[src/rtl/rf_arb_pkg.sv]
// Shared types and constants for the register-file write-port arbiter.
package rf_arb_pkg;

    typedef logic [4:0]  reg_addr_t;
    typedef logic [31:0] word_t;

    localparam int unsigned WAIT_W           = 4;
    localparam int unsigned MAX_WAIT_DEFAULT = 4;

    // Which source owns the write port in the current cycle
    typedef enum logic [1:0] {
        GNT_NONE,
        GNT_WB,
        GNT_MDU
    } grant_e;

endpackage

[src/rtl/rf_scoreboard.sv]
// Tracks registers with an outstanding MDU result and flags decode-stage hazards on them.
module rf_scoreboard
    import rf_arb_pkg::*;
(
    input  logic        clk,
    input  logic        reset,
    input  logic        set_en,
    input  reg_addr_t   set_addr,
    input  logic        clr_en,
    input  reg_addr_t   clr_addr,
    input  reg_addr_t   rs_a,
    input  reg_addr_t   rt_a,
    input  reg_addr_t   rd_a,
    output logic [31:0] pending,
    output logic        raw_stall
);

    logic [31:0] pending_q, pending_d;

    // Next bitmap: clear on MDU handshake, then set on issue so a same-cycle set wins
    always_comb begin
        pending_d = pending_q;
        if (clr_en) begin
            pending_d[clr_addr] = 1'b0;
        end
        if (set_en) begin
            pending_d[set_addr] = 1'b1;
        end
        pending_d[0] = 1'b0;
    end

    // Bitmap register
    always_ff @(posedge clk or posedge reset) begin
        if (reset) begin
            pending_q <= '0;
        end else begin
            pending_q <= pending_d;
        end
    end

    // Hazard compare on the registered bitmap; bit 0 is never set so r0 never stalls
    always_comb begin
        raw_stall = pending_q[rs_a] | pending_q[rt_a] | pending_q[rd_a];
    end

    assign pending = pending_q;

endmodule

[src/rtl/rf_wport_arbiter.sv]
// Shares the register-file write port between writeback and the MDU, with a bounded
// starvation wait for MDU results and a scoreboard of outstanding MDU destinations.
module rf_wport_arbiter
    import rf_arb_pkg::*;
#(
    parameter int unsigned MAX_WAIT = MAX_WAIT_DEFAULT
) (
    input  logic        clk,
    input  logic        reset,
    input  logic        wb_we,
    input  reg_addr_t   wb_a3,
    input  word_t       wb_wd,
    input  logic        mdu_valid,
    input  reg_addr_t   mdu_a3,
    input  word_t       mdu_wd,
    output logic        mdu_ready,
    input  logic        mdu_issue,
    input  reg_addr_t   mdu_rd,
    input  reg_addr_t   rs_a,
    input  reg_addr_t   rt_a,
    input  reg_addr_t   rd_a,
    output logic        raw_stall,
    output logic        wb_stall,
    output logic        we3,
    output reg_addr_t   A3,
    output word_t       WD3,
    output logic [31:0] pending
);

    localparam logic [WAIT_W-1:0] MaxWaitC = WAIT_W'(MAX_WAIT);

    logic [WAIT_W-1:0] wait_cnt_q, wait_cnt_d;
    logic              wb_req;
    logic              force_mdu;
    grant_e            grant;

    assign wb_req    = wb_we && (wb_a3 != '0);
    assign force_mdu = mdu_valid && (wait_cnt_q == MaxWaitC);

    // Arbitration; reset drops any grant immediately so an in-flight forced write never commits
    always_comb begin
        grant     = GNT_NONE;
        mdu_ready = 1'b0;
        wb_stall  = 1'b0;
        if (!reset) begin
            if (force_mdu) begin
                grant     = GNT_MDU;
                mdu_ready = 1'b1;
                wb_stall  = 1'b1;
            end else if (wb_req) begin
                grant = GNT_WB;
            end else if (mdu_valid) begin
                grant     = GNT_MDU;
                mdu_ready = 1'b1;
            end
        end
    end

    // Write-port mux; an MDU result to r0 handshakes but never writes
    always_comb begin
        we3 = 1'b0;
        A3  = '0;
        WD3 = '0;
        unique case (grant)
            GNT_WB: begin
                we3 = 1'b1;
                A3  = wb_a3;
                WD3 = wb_wd;
            end
            GNT_MDU: begin
                if (mdu_a3 != '0) begin
                    we3 = 1'b1;
                    A3  = mdu_a3;
                    WD3 = mdu_wd;
                end
            end
            default: ;
        endcase
    end

    // Count consecutive refused cycles of a valid MDU result
    always_comb begin
        wait_cnt_d = wait_cnt_q;
        if (!mdu_valid || mdu_ready) begin
            wait_cnt_d = '0;
        end else if (wait_cnt_q != MaxWaitC) begin
            wait_cnt_d = wait_cnt_q + 1'b1;
        end
    end

    // Wait counter register
    always_ff @(posedge clk or posedge reset) begin
        if (reset) begin
            wait_cnt_q <= '0;
        end else begin
            wait_cnt_q <= wait_cnt_d;
        end
    end

    rf_scoreboard u_scoreboard (
        .clk       (clk),
        .reset     (reset),
        .set_en    (mdu_issue && (mdu_rd != '0)),
        .set_addr  (mdu_rd),
        .clr_en    (mdu_valid && mdu_ready),
        .clr_addr  (mdu_a3),
        .rs_a      (rs_a),
        .rt_a      (rt_a),
        .rd_a      (rd_a),
        .pending   (pending),
        .raw_stall (raw_stall)
    );

endmodule
[config.mk]
export PLATFORM = sky130hd
export DESIGN_NAME = rf_wport_arbiter
export DESIGN_NICKNAME = d
export VERILOG_FILES = /design/src/rtl/rf_arb_pkg.sv /design/src/rtl/rf_scoreboard.sv /design/src/rtl/rf_wport_arbiter.sv
export SDC_FILE = /design/constraint.sdc
export NUM_CORES = 1
export LEC_CHECK = 0
export ABC_CLOCK_PERIOD_IN_PS = 2800
export BUFFER_PORTS_ARGS = -buffer_cell sky130_fd_sc_hd__buf_2
export CAP_MARGIN = 0
export CORE_MARGIN = 4
export CORE_UTILIZATION = 40
export DETAILED_ROUTE_END_ITERATION = 16
export GPL_ROUTABILITY_DRIVEN = 0
export GPL_TIMING_DRIVEN = 0
export PLACE_DENSITY_LB_ADDON = 0.2
export SLEW_MARGIN = 20
export SYNTH_ARGS = -nofsm -noshare
export SYNTH_HDL_FRONTEND = slang
export SYNTH_SLANG_ARGS = --single-unit
export TNS_END_PERCENT = 50
[constraint.sdc]
create_clock -name clk -period 2.8 [get_ports clk]
set_input_delay 0.42 -clock clk [delete_from_list [all_inputs] [get_ports clk]]
set_output_delay 0.42 -clock clk [all_outputs]
set_load 0.05 [all_outputs]
==> impl_metrics.csv <==
group,metric,value,unit
layout,mostFrequentLayoutCell,"buf_2",
sta,final_hold_viol_count,0,
route,wl_per_cell,20.7,um
layout,final_area,5100,sq um
sta,timing.final.crit_share,103,%
sta,grt_setup_unrepaired,"yes",
yosys,yosysSeqAreaShare,29.8,%
yosys,synth.cell_area,2940,sq um
run,drv_cap,0,
global_routing,grt_max_degree,36,
floorplanning,die_w,93.7,um
yosys,synth.avg_cell_area,8.85,sq um
layout,diodes,0,
place,place_ws,-0.527,ns
place,dp_hpwl,9.10,mm
yosys,synth_cell_types,43,
setup_path,required,2.38,ns
layout,regArea,876,sq um
pwr,p_leak,2.05,nW
run_status,failed_checks,"setup timing",
clock_tree,hold_buffers,0,
place,dpl_cell_area,4170,sq um
route,drt-total-wl,12.7,mm
min_path,hold_path_class,"in -> async",
floorplanning,die_h,93.7,um
global_routing,gr-usage-met3,7.13,%
setup_path,rr_startpoint,"wait_cnt_q[1]$_DFFE_PP0P_",
yosys,post-synth-top-area-cell,"dfrtp_1",
global_routing,grt_pass1_vias,3711,
route,remaining_drc_errors,0,
global_routing,gr-usage-met2,49.0,%
floorplanning,start_util,42.1,%
floorplanning,rows,30,
clock_tree,clk_latency,0.29,ns
sta,setup_slack,-0.0873,ns
sta,clock_skew,0.00485,ns
floorplanning,io_pins,172,
clock_tree,cts.sinks,35,
layout,syn2layout_area_growth,73.6,%
yosys,ys_seq_elements,35,
layout,nNetsFinal,619,
route,antenna_left,0,
yosys,syn_inst,332,
sta,max_slew_margin,52.7,%
global_routing,busiest_layer,"met2",
yosys,synth_edf_count,0,
sta,min_period,2.89,ns
yosys,syn_nets,435,
yosys,synth_warnings,0,
pwr,p_per_area,523,nW/um^2
yosys,synthArstFlopShare,100,%
sta,holdWs,0.300,ns
yosys,synth_top_cell_area_share,29.8,%
place,place_inst,587,
global_routing,grt_first_pass_wirelength,19.0,mm
layout,drive_above_1_share,61.5,%
clock_tree,cts_buffer_depth,2,
floorplanning,die_area,8780,sq um
yosys,ys.flop_type,"dfrtp_1",
layout,final-instance-count-excl-fill,613,
layout,multi_input_area,2400,sq um
pwr,irDropWorstVdd,227,uV
global_routing,grt-ovfl-total,0,
global_routing,grt_usage,27.5,%
sta,tightest_slew,0.709,ns
sta,slew_violations,0,
global_routing,antenna_found_initial,0,
clock_tree,cts.reportedPaths.clkPinSlew,0.07,ns
route,dr.pass1.iters,5,
route,viasPerCell,5.87,
route,via_count,3601,
sta,finalSetupViolations,35,
global_routing,grt_use_met1,31.3,%
sta,fmax,346,MHz
setup_path,startpoint_type,"primary input",
setup_path,end_kind,"output port",
clock_tree,htreeDepth,2,
layout,mostFrequentLayoutCells,"buf_2 (124), o21ai_0 (62), nor2_4 (35), a22oi_2 (35), dfrtp_1 (35)",
setup_path,cp-startpoint,"wb_a3[0]",
setup_path,critical_path_class,"in -> out",
yosys,netlist_top_cells_area,"dfrtp_1 (30%), mux4_2 (14%), o21ai_0 (11%)",
layout,nFillCells,484,
floorplanning,coreArea,6980,sq um
run_status,outcome,"finished, violations left",
clock_tree,cts_buffers,5,
clock_tree,cts_tree,"built",
place,port_buffers,159,
setup_path,cp_max_fo,8,
setup_path,arrival,2.47,ns
route,drt_iter0_drc,250,
clock_tree,root_buffer,"clkbuf_8",
Yosys cell counts (all sizes together) (2+ instances only):
library cell	n
or2	2
nand3b	10
nand4	2
nand4b	2
or3b	2
buf	9
nor3	3
o21ai	63
nor2	51
mux2	9
a2111oi	3
mux2i	7
a221oi	2
inv	11
clkbuf	15
nand2b	2
nor3b	2
o22ai	4
mux4	18
a22oi	37
nor4b	2
nand2	14
dfrtp	35
nor2b	3
ha	4
nand3	8
layout make-up:
type	instances	share of cell area, %
Multi-Input combinational cell	262	47.1
Timing Repair Buffer	177	25.0
Sequential cell	35	17.2
Buffer	24	5.17
Tap cell	96	2.35
Clock buffer	6	1.62
Inverter	11	0.883
Clock inverter	2	0.686
metrics by stage:
step	setup TNS, ns	power, mW	utilization, %
after floorplan	-7.30	1.69	-
after global placement	-16.90	2.03	59.7
after detailed placement	-18.13	2.06	59.7
after CTS	-1.49	2.65	71.8
after global routing	-6.26	2.79	73.1
final	-1.78	2.67	73.1
cell families after synthesis:
logic type	Yosys count	synth area share (%)
multiplexers	34	19.6
AO/OA/AOI/OAI	117	25.2
flip-flops	35	29.8
adder cells (fa/ha/maj)	4	1.70
other	1	0.128
AND/OR/NAND/NOR	105	18.2
XOR/XNOR	1	0.298
buffers and inverters	35	5.02
routing by layer:
metal | share of wire (%) | vias up
met3 | 9.6 | 29
li1 | - | 1632
met1 | 36 | 1721
met4 | 3.2 | 0
met2 | 51 | 219
met5 | 0 | -
where the power goes:
| group | leakage, nW | total (mW) | internal [mW] | switching [mW] |
|---|---|---|---|---|
| clock network | 0.0612 | 0.467 | 0.288 | 0.179 |
| registers | 0.415 | 0.781 | 0.619 | 0.163 |
| logic | 1.58 | 1.42 | 0.512 | 0.910 |
critical path, cell delays in order:
cell and delay, ns:
buf_6 0.09, or4_4 0.56, o211ai_4 0.23, nand2_4 0.09
clkinvlp_4 0.12, ha_4 0.13, o31a_1 0.14, buf_6 0.17
clkbuf_16 0.17, a22oi_2 0.07, nor2_4 0.12, buf_6 0.16
state kept, by name (all words and copies together) (netlist names):
register,cells
wait_cnt_q,4
u_scoreboard.pending,31
path summary, 6_finish.rpt:
kind / endpoint / cells after the start / slack, ns
max: WD3[14] / 12 / -0.09
min: wait_cnt_q[0]$_DFFE_PP0P_ / 2 / 0.30
max reg2reg: u_scoreboard.pending[21]$_DFF_PP0_ / 9 / 0.64
min reg2reg: wait_cnt_q[3]$_DFFE_PP0P_ / 2 / 0.57
max in group asynchronous: u_scoreboard.pending[30]$_DFF_PP0_ / 2 / 2.05
min in group clk: wait_cnt_q[3]$_DFFE_PP0P_ / 3 / 0.41
repair_timing:
action	in CTS	in global routing
pin swaps	18	13
cloned	4	0
gates resized for setup	145	22
endpoints found under the setup margin	38	38
setup buffers	12	2
No activity file was read; power rests on OpenSTA's default activity.
